===== config.mk =====
export PLATFORM = sky130hd
export DESIGN_NAME = lcd_spi_writer
export DESIGN_NICKNAME = d
export VERILOG_FILES = /design/src/rtl/lcd_spi_writer.sv
export SDC_FILE = /design/constraint.sdc
export NUM_CORES = 1
export LEC_CHECK = 0
export BUFFER_PORTS_ARGS = -buffer_cell sky130_fd_sc_hd__buf_2
export CAP_MARGIN = 20
export CORE_MARGIN = 2
export CORE_UTILIZATION = 27
export CTS_CLUSTER_DIAMETER = 120
export DETAILED_ROUTE_END_ITERATION = 8
export GPL_TIMING_DRIVEN = 0
export PLACE_DENSITY = 0.39
export SLEW_MARGIN = 30
export SYNTH_ARGS = -nofsm -noshare
export SYNTH_HDL_FRONTEND = slang
export SYNTH_SLANG_ARGS = --single-unit

===== constraint.sdc =====
create_clock -name clk -period 3.3 [get_ports clk]
set_input_delay 0.495 -clock clk [delete_from_list [all_inputs] [get_ports clk]]
set_output_delay 0.495 -clock clk [all_outputs]
set_load 0.01 [all_outputs]

===== src/rtl/lcd_spi_writer.sv =====
// LCD panel pin driver: hardware-reset pulse sequencer plus single-byte SPI writer (mode 0, MSB first).
// Define LCD_SPI_3WIRE_EN for 3-wire 9-bit transfers (DC shifted first, lcd_dc held low).
module lcd_spi_writer #(
    parameter int CLK_DIV      = 2,
    parameter int RST_LOW_CYC  = 500_000,
    parameter int RST_WAIT_CYC = 6_000_000
) (
    input  logic       clk,
    input  logic       rst,
    input  logic [1:0] en_i,
    input  logic [8:0] data_i,
    output logic [1:0] done_o,
    output logic       busy_o,
    output logic       lcd_res,
    output logic       lcd_cs_n,
    output logic       lcd_dc,
    output logic       lcd_sclk,
    output logic       lcd_mosi
);

`ifdef LCD_SPI_3WIRE_EN
    localparam int NBITS = 9;
`else
    localparam int NBITS = 8;
`endif
    localparam int PH_W = (CLK_DIV > 1) ? $clog2(CLK_DIV) : 1;
    localparam logic [PH_W-1:0] PH_LAST   = PH_W'(CLK_DIV - 1);
    localparam logic [27:0]     LOW_LAST  = 28'(RST_LOW_CYC - 1);
    localparam logic [27:0]     WAIT_LAST = 28'(RST_WAIT_CYC - 1);
    localparam logic [3:0]      BIT_LAST  = 4'(NBITS - 1);

    typedef enum logic [2:0] {
        IDLE,
        RST_LOW,
        RST_WAIT,
        TX_SHIFT,
        TX_HOLD
    } state_t;

    state_t            state;
    logic [27:0]       delay_cnt;
    logic [3:0]        bit_cnt;
    logic [PH_W-1:0]   phase_cnt;
    logic [NBITS-2:0]  remain;
    logic [NBITS-1:0]  tx_word;
    logic              tx_dc;

`ifdef LCD_SPI_3WIRE_EN
    assign tx_word = data_i;
    assign tx_dc   = 1'b0;
`else
    assign tx_word = data_i[7:0];
    assign tx_dc   = data_i[8];
`endif

    // remain holds the bits not yet placed on lcd_mosi; the MSB goes out directly at accept.
    always_ff @(posedge clk) begin
        if (rst) begin
            state     <= IDLE;
            delay_cnt <= '0;
            bit_cnt   <= '0;
            phase_cnt <= '0;
            remain    <= '0;
            done_o    <= 2'b00;
            busy_o    <= 1'b0;
            lcd_res   <= 1'b1;
            lcd_cs_n  <= 1'b1;
            lcd_dc    <= 1'b0;
            lcd_sclk  <= 1'b0;
            lcd_mosi  <= 1'b0;
        end else begin
            done_o <= 2'b00;
            case (state)
                IDLE: begin
                    // A done cycle is not an accept cycle; reset wins a collision.
                    if (done_o == 2'b00) begin
                        if (en_i[0]) begin
                            state     <= RST_LOW;
                            lcd_res   <= 1'b0;
                            busy_o    <= 1'b1;
                            delay_cnt <= '0;
                            bit_cnt   <= '0;
                            phase_cnt <= '0;
                        end else if (en_i[1]) begin
                            state     <= TX_SHIFT;
                            busy_o    <= 1'b1;
                            lcd_cs_n  <= 1'b0;
                            lcd_dc    <= tx_dc;
                            lcd_sclk  <= 1'b0;
                            lcd_mosi  <= tx_word[NBITS-1];
                            remain    <= tx_word[NBITS-2:0];
                            delay_cnt <= '0;
                            bit_cnt   <= '0;
                            phase_cnt <= '0;
                        end
                    end
                end

                RST_LOW: begin
                    if (delay_cnt == LOW_LAST) begin
                        state     <= RST_WAIT;
                        lcd_res   <= 1'b1;
                        delay_cnt <= '0;
                        bit_cnt   <= '0;
                        phase_cnt <= '0;
                    end else begin
                        delay_cnt <= delay_cnt + 28'd1;
                    end
                end

                RST_WAIT: begin
                    if (delay_cnt == WAIT_LAST) begin
                        state     <= IDLE;
                        done_o    <= 2'b01;
                        busy_o    <= 1'b0;
                        delay_cnt <= '0;
                        bit_cnt   <= '0;
                        phase_cnt <= '0;
                    end else begin
                        delay_cnt <= delay_cnt + 28'd1;
                    end
                end

                TX_SHIFT: begin
                    // Each half-period lasts CLK_DIV cycles; mosi moves only when a new low phase starts.
                    if (phase_cnt == PH_LAST) begin
                        phase_cnt <= '0;
                        if (!lcd_sclk) begin
                            lcd_sclk <= 1'b1;
                        end else begin
                            lcd_sclk <= 1'b0;
                            if (bit_cnt == BIT_LAST) begin
                                state     <= TX_HOLD;
                                bit_cnt   <= '0;
                                delay_cnt <= '0;
                            end else begin
                                bit_cnt  <= bit_cnt + 4'd1;
                                lcd_mosi <= remain[NBITS-2];
                                remain   <= {remain[NBITS-3:0], 1'b0};
                            end
                        end
                    end else begin
                        phase_cnt <= phase_cnt + 1'b1;
                    end
                end

                TX_HOLD: begin
                    if (phase_cnt == PH_LAST) begin
                        state     <= IDLE;
                        lcd_cs_n  <= 1'b1;
                        done_o    <= 2'b10;
                        busy_o    <= 1'b0;
                        phase_cnt <= '0;
                        bit_cnt   <= '0;
                        delay_cnt <= '0;
                    end else begin
                        phase_cnt <= phase_cnt + 1'b1;
                    end
                end

                default: begin
                    state <= IDLE;
                end
            endcase
        end
    end

endmodule


## After elaboration in Yosys (flattened, before gate mapping)

Index checks and enable logic that the tools add are counted.
Widths: inputs -> output; s select.

- Magnitude comparators: 0
- Reduce and logical (&&, ||, !) cells: 19
- Eq/ne operators: 19
- Bitwise operators: 1
- Add/subtract/negate cells: 3
- Mux-type cells: 70
- Multipliers: 0
- Divide/modulo/power cells: 0
- Shift-type cells: 0

Operators by type and width:

| cell | number |
|---|---|
| $mux 28 | 9 |
| $pmux 28 s5 | 1 |
| $mux 7 | 6 |
| $mux 4 | 9 |
| $add 28x1->28 const B | 1 |
| $eq 28x19->1 const B | 1 |
| $eq 28x23->1 const B | 1 |
| $mux 3 | 9 |
| $mux 1 | 25 |
| $ne 2x2->1 const B | 11 |
| $pmux 4 s5 | 1 |
| $reduce_and 5->1 | 4 |
| $reduce_and 8->1 | 2 |
| $pmux 3 s5 | 1 |
| $pmux 7 s2 | 1 |
| $reduce_and 7->1 | 2 |
| $pmux 1 s2 | 4 |
| $reduce_and 4->1 | 2 |
| $eq 3x2->1 const B | 2 |
| $reduce_bool 2->1 | 3 |
| $reduce_bool 5->1 | 1 |
| $add 4x1->4 const B | 1 |
| $eq 4x3->1 const B | 1 |
| $pmux 1 s4 | 1 |
| other kinds (13) | 13 |

- Memory bits (writable): 0
- ROM bits: 0
- Register bits: 51
- Latch bits: 0
- Output and inout port bits: 8
- Logic and storage cells: 124
- Memories: 0
- Input bits: 13

## Depth between registers and ports, before layout

Gate-level depths: netlist (run 1).

- Depth after elaboration: 5
- Mapped depth: 9
- Gate-level depth less buffers: 7

## Least setup slack after synthesis (run 1)

OpenSTA, ideal clock, no wires.

- Kind: reg-to-reg
- Start: register delay_cnt[11]
- End: register phase_cnt
- Path buffers: 0
- Data arrival time: 1,918 ps
- Cell stages (with the launch flop): 7
- Setup slack: 1,250 ps
- Required time: 3,168 ps
- Library setup time: 132 ps
- Period minus slack after synthesis: 2,050 ps
- Cells stage by stage: dfxtp_1 -> nand4_1 -> or4_4 -> or4_1 -> a221o_1 -> a21oi_1 -> nor3_1

- Longest elaborated chain between the ends: 3
- Elaborated cells on any way between the ends: 5
- Classes of those cells: eq/ne: 4; reduce/logical: 1

Ends and longest elaborated chain:

| element | line | source |
|---|---|---|
| from (decl) | 41 | `logic [27:0] delay_cnt;` |
| from (signal assigned) | 107 | `delay_cnt <= delay_cnt + 28'd1;` |
| from (signal assigned) | 120 | `delay_cnt <= delay_cnt + 28'd1;` |
| $eq 28x19->1 / $eq 28x23->1 (equally long branches) | 100, 112 |  |
| $ne 2x2->1 (no source line) | n/a |  |
| $reduce_and 5->1 (no source line) * | n/a |  |
| to (signal assigned) | 143 | `phase_cnt <= phase_cnt + 1'b1;` |
| to (signal assigned) | 157 | `phase_cnt <= phase_cnt + 1'b1;` |
| to (decl) | 43 | `logic [PH_W-1:0] phase_cnt;` |

Mark *: on every way between the ends. The rest lies on a longest branch, timed or not.
A chain may end at the register's enable or synchronous reset.

## Final worst setup path (run 1)

- Start: register bit_cnt[0]
- End: register delay_cnt[8]

- Longest elaborated chain between the ends: 3

Ends and longest elaborated chain:

| element | line | source |
|---|---|---|
| from (decl) | 42 | `logic [3:0] bit_cnt;` |
| from (signal assigned) | 137 | `bit_cnt <= bit_cnt + 4'd1;` |
| $eq 4x3->1 | 132 | `if (bit_cnt == BIT_LAST) begin` |
| $ne 2x2->1 (no source line) | n/a |  |
| $reduce_and 7->1 (no source line) | n/a |  |

No other way between the ends.

==> results of run 1 <==
==> cell usage after synthesis, types with 3 or more instances <==
cell | n | area, sq um
nand3_1 | 23 | 115
and3_1 | 6 | 37.5
or2_2 | 3 | 18.8
nor3_1 | 8 | 40.0
nand4_1 | 13 | 81.3
nor4_1 | 6 | 37.5
o21ai_0 | 13 | 65.1
a311oi_1 | 9 | 78.8
nor2_1 | 47 | 176
dfxtp_1 | 51 | 1020
or4_1 | 3 | 22.5
or3_1 | 7 | 43.8
nand2b_1 | 3 | 18.8
and2_1 | 5 | 31.3
xor2_1 | 13 | 114
buf_1 | 3 | 11.3
a31oi_1 | 6 | 37.5
nand2_1 | 45 | 169
inv_1 | 6 | 22.5
a21oi_1 | 17 | 85.1
buf_2 | 6 | 30.0
clkbuf_1 | 8 | 30.0
==> final cells by class <==
class	instances	area (sq um)
Fill cell	1069	6650
Multi-Input combinational cell	271	1580
Sequential cell	51	1020
Tap cell	133	166
Timing Repair Buffer	20	100
Clock buffer	6	82.6
Buffer	17	71.3
Clock inverter	2	35.0
Inverter	6	22.5
==> per-layer routing <==
metal | GRT usage | routed length (um)
met4 | 0.0376 | 53
met2 | 0.239 | 3660
met3 | 0.0239 | 250
met5 | 0 | 0
met1 | 0.193 | 3660
==> registers in the layout (all words and copies together) (netlist names), 2 cells and up <==
register and count:
state 3, done_o 2, remain 7, bit_cnt 4, delay_cnt 28
==> report_power, final <==
part | internal (uW) | leakage [uW] | switching (uW)
registers | 670 | 0.000413 | 34.4
logic | 173 | 0.000627 | 360
clock network | 246 | 0.0000612 | 222
total | 1090 | 0.00110 | 616
==> path summary, 6_finish.rpt <==
check                                from                        end  slack (ns)  cells after the start
setup / recovery  bit_cnt[0]$_SDFFE_PP0P_  delay_cnt[8]$_SDFFE_PP0P_        0.47                      9
hold / removal                  data_i[8]        lcd_dc$_SDFFE_PP0P_        0.42                      3
setup reg to reg  bit_cnt[0]$_SDFFE_PP0P_  delay_cnt[8]$_SDFFE_PP0P_        0.47                      9
hold reg to reg     lcd_cs_n$_SDFFE_PP1P_      lcd_cs_n$_SDFFE_PP1P_        0.48                      1
==> cell usage in the layout (no fill, tap or decap), drive strengths merged, types with 4 or more instances in the layout <==
cell type	netlist	layout
a21oi	17	17
a311oi	9	9
a31oi	6	6
and2	5	5
and3	6	6
buf	9	29
clkbuf	8	14
dfxtp	51	51
inv	6	6
nand2	45	45
nand3	23	23
nand4	13	13
nor2	47	47
nor3	8	8
nor4	7	7
o21ai	16	16
or3	7	7
or4	4	4
xor2	13	13
==> worst max-delay path: stages, from the launching register on <==
cell	delay [ns]
dfxtp_1	0.38
ha_1	0.20
nand2_1	0.08
o21ai_0	0.37
and2_1	0.20
clkbuf_1	0.37
nand2_1	0.21
o21bai_1	0.52
buf_2	0.34
nor2_1	0.08
==> kinds of logic after synthesis <==
group	share of synthesized area
adders and majority gates	0.00932
buffers and inverters	0.0349
and+or+nand+nor	0.345
DFF	0.380
AOI/OAI and AO/OA	0.181
muxes	0.00373
xor gates and xnor gates	0.0457
==> per-stage QoR <==
| stage | hold slack [ns] | util | instance area (sq um) | cells |
|---|---|---|---|---|
| 6_report | 0.418 | 0.316 | 3080 | 506 |
| 3_5_place_dp | 0.449 | 0.303 | 2950 | 498 |
| 4_1_cts | 0.408 | 0.315 | 3070 | 506 |
| 2_1_floorplan | 0.455 | - | 2690 | 345 |
| 3_3_place_gp | 0.452 | 0.303 | 2950 | 498 |
| 5_1_grt | 0.429 | 0.316 | 3080 | 506 |
==> results by group, run 1 <==
Place
  – # port buffers: 20
  – GPL Wtd Cong: between 0.7 and 0.8
  – HPWL after detailed placement: 5500 um
  – Pre-CTS setup slack: roughly 0.45 ns

CTS
  – Clk_lat worst skew: roughly 0.31 ns
  – Clk sinks: 51
  – Clk root buf: clkbuf_8
  – Clock-pin slew on the worst setup and hold paths: 0.10 ns
  – Cts bufs inserted: 5
  – Setup repair bufs after CTS: 0
  – Number of gates resized after cts: 0
  – H-tree depth: 2
  – CTS Hold Bufs: 0
  – Clock Path Buffers: 2
  – CTS tree: done

Power
  – Pwr Total: approximately 1700 uW
  – Peak supply drop: 0.000169 V
  – Power Dens Cells: 554 mW/mm^2
  – Leak: about 0.0011 uW

STA
  – Unrepaired setup endpoints after global routing: no
  – Slew margin rel.: 0.546
  – Endpoints failing setup: 0
  – Fin. max-slew vios: 0
  – Tmin final: 2.83 ns
  – Clk_skew: 0.00975 ns
  – Final hold viol count: 0
  – Final period utilization: 0.858
  – Final TNS setup: 0 ns
  – Slew at the pin closest to its max-slew limit: 0.681 ns
  – Setup WS post-layout: 0.470 ns
  – Max Freq: 353 MHz

Cells and area
  – Ratio of cells with drive above 1 in the final layout: 0.115
  – # diodes: 0
  – Area grow syn2layout: 14.5%
  – NumNets Final: 387

Route
  – Via count: 2,571
  – Vias/cell: 5.08
  – DRT iter0 DRCs: roughly 100
  – Routed Antenna Nets: 0
  – Drt drc: 0
  – Post-Route WL: between 7000 and 8000 um
  – DR WL/cell: 15.1 um
  – Drt pass-1 iters: 4

Critical path
  – Arrival @ worst endpoint: ~3.0 ns
  – WP data required: between 3 and 4 ns
  – Crit Path Class: flip-flop to flip-flop
  – Startpoint types: flip-flop
  – Critical path peak fanout: 10
  – Crit end category: flip-flop

Floorplanning
  – Row cnt: 36
  – Die area: 0.0108 sq mm
  – Chip Width: 104 um
  – Initial core utilization: 0.276
  – Die height: roughly 100 um
  – IO Pins: 21
  – Area of the core: a little under 0.01 sq mm

GRT
  – Gr usage total: 0.143
  – Global route total overflow: 0
  – Antenna violations before repair: 0
  – First-pass GRT wire length: 12,600 um
  – Vias in the first global route: 2,378
  – Largest net degree at the start of global routing: 16

Hold path
  – Hold/Removal Path Class: primary input to flip-flop

Synthesis
  – Syn. warnings: 0
  – Post-synth EDFFs: 0
  – Cells after Synth: roughly 350
  – Synth Register Bits: 51
  – Synth unique cells: 56
  – Mapped Nets: 360
  – Mean post-synth cell area: 7.78 sq um
  – Seq/Total Area, Yosys: 0.380
  – Syn Std Cell Area: 0.00269 sq mm
  – Ys flop type: dfxtp_1
  – Synth async-reset ratio: 0

Outcome
  – Status: completed

Job
  – Max cap viols: 0
Note: power is estimated with default switching activity, not from simulation.
==> run 2, diff against run 1 <==
- ABC_CLOCK_PERIOD_IN_PS: unset -> 2400
- BUFFER_PORTS_ARGS: -buffer_cell sky130_fd_sc_hd__buf_2 -> unset
- DONT_BUFFER_PORTS: unset -> 1
- clock period: 3.3 -> 2.4 ns (I/O delays scaled with it)
==> run 2 against run 1 <==
Via count fell by 1.3%; largest power group unchanged; die area unchanged; core utilization increased by 0.60 points; maximum frequency is 25% higher; final area increased by 1.9%; worst setup slack lost 0.33 ns; flip-flop and latch count stayed put; critical endpoint is now phase_cnt$_SDFFE_PP0P_; worst hold slack worse by 0.22 ns; clock power rose by 53%; clock skew rose by 0.0019 ns; count of clock-buffer cells in the layout unchanged.
==> results by group, run 2 (synthesis gave the netlist of run 1 again) <==
Power
  – P_int: 1620 uW (+48%)
  – Leak: 0.00109 uW (-0.98%)
  – Power share of the clock group: 0.289 (+0.015)
  – Switching share of power: 0.350 (-0.0112)
  – Combinational Power Share: 0.313 (about the same)
  – Power Dens Cells: 793 mW/mm^2 (+43%)
  – P_sw: 871 uW (+41%)
  – Peak supply drop: 0.000339 V (+100%)
  – Seq pwr share: 0.398 (-0.015)

STA
  – Slew at the pin closest to its max-slew limit: 0.769 ns (+0.0876 ns)
  – Worst hold slack: 0.201 ns (-0.218 ns)
  – Clk_skew: 0.0116 ns (+0.00189 ns)
  – Tmin final: 2.26 ns (-0.570 ns)
  – Final hold viol count: 0 (unchanged)
  – Endpoints failing setup: 0 (unchanged)
  – Final period utilization: 0.942 (+0.0841)
  – Fin. max-slew vios: 0 (unchanged)
  – Slew margin rel.: 0.487 (-0.0584)
  – Unrepaired setup endpoints after global routing: no
  – Max Freq: 442 MHz (+25%)
  – Setup WS post-layout: 0.140 ns (-0.330 ns)

Cells and area
  – Fill cells: 1,093 (+2.2%)
  – Largest register FFs: 28 (unchanged)
  – Reg with most FFs: delay_cnt
  – NumNets Final: 372 (-3.9%)
  – Final instance area: 0.00313 sq mm (+1.9%)
  – Area grow syn2layout: 16.7%
  – Leading cell type in the layout, fill and taps excluded: nor2_1
  – Top Registers: delay_cnt x28, remain x7, bit_cnt x4
  – Ratio of cells with drive above 1 in the final layout: 0.142 (+0.0272)
  – # diodes: 0 (unchanged)
  – Commonest cells after routing, fill and taps aside: nor2_1 (47), nand2_1 (45), dfxtp_1 (42)

Critical path
  – CP cell instances: nor4b_2 > nand3_1 > or4_1 > a221o_1 > a21oi_1 > nor3_1
  – Crit Path Class: flip-flop to flip-flop
  – WP data required: 2.58 ns (-0.92 ns)
  – R2r endpoint: phase_cnt$_SDFFE_PP0P_
  – Critical path peak fanout: 5 (-5)
  – Startpoint types: flip-flop
  – Reg2Reg Launch Point: delay_cnt[9]$_SDFFE_PP0P_
  – Crit. Startpoint: delay_cnt[9]$_SDFFE_PP0P_
  – Arrival @ worst endpoint: 2.44 ns (-0.59 ns)
  – Crit end category: flip-flop
  – Worst Reg-to-Reg Cells: 6 (-3)
  – Slowest stage delay, CP: 0.56 ns (+0.04 ns)
  – R2R Setup Slk: 0.14 ns (-0.33 ns)
  – Slowest cell on crit path: or4_1

Hold path
  – Hold_sp: data_i[1]
  – Hold Crit Depth: 2 (-1)
  – Hold/Removal Path Class: primary input to flip-flop
  – Hold Path Sink: remain[1]$_SDFFE_PP0P_

Floorplanning
  – Initial core utilization: 0.276 (unchanged)
  – Area of the core: 0.00973 sq mm (unchanged)
  – Row cnt: 36 (unchanged)
  – Die area: 0.0108 sq mm (unchanged)
  – Die height: 104 um (unchanged)
  – IO Pins: 21 (unchanged)
  – Chip Width: 104 um (unchanged)

GRT
  – Global route total overflow: 0 (unchanged)
  – Gr usage total: 0.144 (+0.000246)
  – First-pass GRT wire length: 12,800 um (+1.9%)
  – Largest net degree at the start of global routing: 16 (unchanged)
  – Met2 usage: 0.246 (+0.00710)
  – Busiest grt layer: met2
  – Met3 GRT Util: 0.0233 (-0.000629)
  – Vias in the first global route: 2,467 (+3.7%)
  – Antenna violations before repair: 0 (unchanged)
  – Met1 Usage GRT: 0.191 (-0.00175)

Place
  – Pre-CTS setup slack: -0.514 ns (-0.962 ns)
  – Placed cell areas: 0.00285 sq mm (-3.4%)
  – # port buffers: 0 (-100%)
  – GPL Wtd Cong: 0.765 (-2.5%)
  – HPWL after detailed placement: 5430 um (-1.3%)

CTS
  – H-tree depth: 2 (unchanged)
  – Clk_lat worst skew: 0.31 ns (about the same)
  – Clk root buf: clkbuf_8
  – CTS Hold Bufs: 0 (unchanged)
  – Clock-pin slew on the worst setup and hold paths: 0.10 ns (about the same)
  – Clock Path Buffers: 2 (unchanged)
  – Cts bufs inserted: 5 (unchanged)
  – CTS tree: done
  – Clk sinks: 51 (unchanged)

Route
  – Routed Antenna Nets: 0 (unchanged)
  – Drt pass-1 iters: 4 (unchanged)
  – Via count: 2,537 (-1.3%)
  – Vias/cell: 5.17 (+1.7%)
  – DR WL/cell: 15.5 um (+2.6%)
  – DRT iter0 DRCs: 102 (-0.97%)
  – Post-Route WL: 7600 um (-0.43%)
  – Drt drc: 0 (unchanged)

Outcome
  – Status: completed

Job
  – Max cap viols: 0 (unchanged)
-- run 2: changes by cell type in the layout (fill, tap and decap cells not counted), sizes merged --
cell,before,now
buf,29,13
clkbuf,14,15
clkinv,1,0
bufinv,1,2
-- run 2: critical path: cells and delay by family (launching register included) --
family | cells | cell delay [ns]
compound gates | 2 | 0.49
flops | 1 | 0.38
simple gates | 4 | 1.26
-- run 2: final cells by class --
| type | count | area [sq um] | share of cell area |
|---|---|---|---|
| clock inverters | 2 | 60.1 | 0.0192 |
| flip-flops and latches | 51 | 1030 | 0.329 |
| repair buffers | 6 | 45.0 | 0.0144 |
| clock buffers | 6 | 72.6 | 0.0232 |
| inverters | 6 | 22.5 | 0.00719 |
| well taps | 133 | 166 | 0.0531 |
| plain buffers | 16 | 78.8 | 0.0251 |
| multi-input cells | 271 | 1660 | 0.529 |
-- run 2: worst max-delay path by stage --
stage	end	slack, ns	depth (start not counted)
2_1_floorplan	phase_cnt$_SDFFE_PP0P_	0.35	6
3_3_place_gp	delay_cnt[16]$_SDFFE_PP0P_	-0.57	9
3_5_place_dp	delay_cnt[8]$_SDFFE_PP0P_	-0.51	9
4_1_cts	bit_cnt[2]$_SDFFE_PP0P_	0.02	6
5_1_grt	delay_cnt[19]$_SDFFE_PP0P_	0.0003	8
6_report	phase_cnt$_SDFFE_PP0P_	0.14	6
-- run 2: what timing repair did --
item,4_1_cts,5_1_grt
resized for setup,16,17
hold endpoints to repair,0,0
setup endpoints to repair,28,28
buffers inserted,2,4
pin swaps,2,4
-- run 2: power groups by stage --
| stage | logic, uW | registers [uW] | clock network, uW |
|---|---|---|---|
| 2_1_floorplan | 508 | 989 | 0 |
| 3_3_place_gp | 694 | 1000 | 0 |
| 3_5_place_dp | 690 | 1000 | 0 |
| 4_1_cts | 738 | 985 | 745 |
| 5_1_grt | 873 | 1000 | 769 |
| 6_report | 778 | 990 | 718 |
-- run 2: through the flow --
step / setup TNS (ns) / util / instances / power, uW
finish: 0 / 0.322 / 491 / 2490
floorplan: 0 / - / 345 / 1500
global placement: -7.91 / 0.293 / 478 / 1700
detailed placement: -6.88 / 0.293 / 478 / 1690
global route: 0 / 0.322 / 491 / 2640
CTS: 0 / 0.314 / 487 / 2470
-- run 2: per-layer routing --
metal	vias up	wire, um
met5	-	0
li1	1275	-
met4	0	46
met3	5	192
met2	35	3660
met1	1222	3710
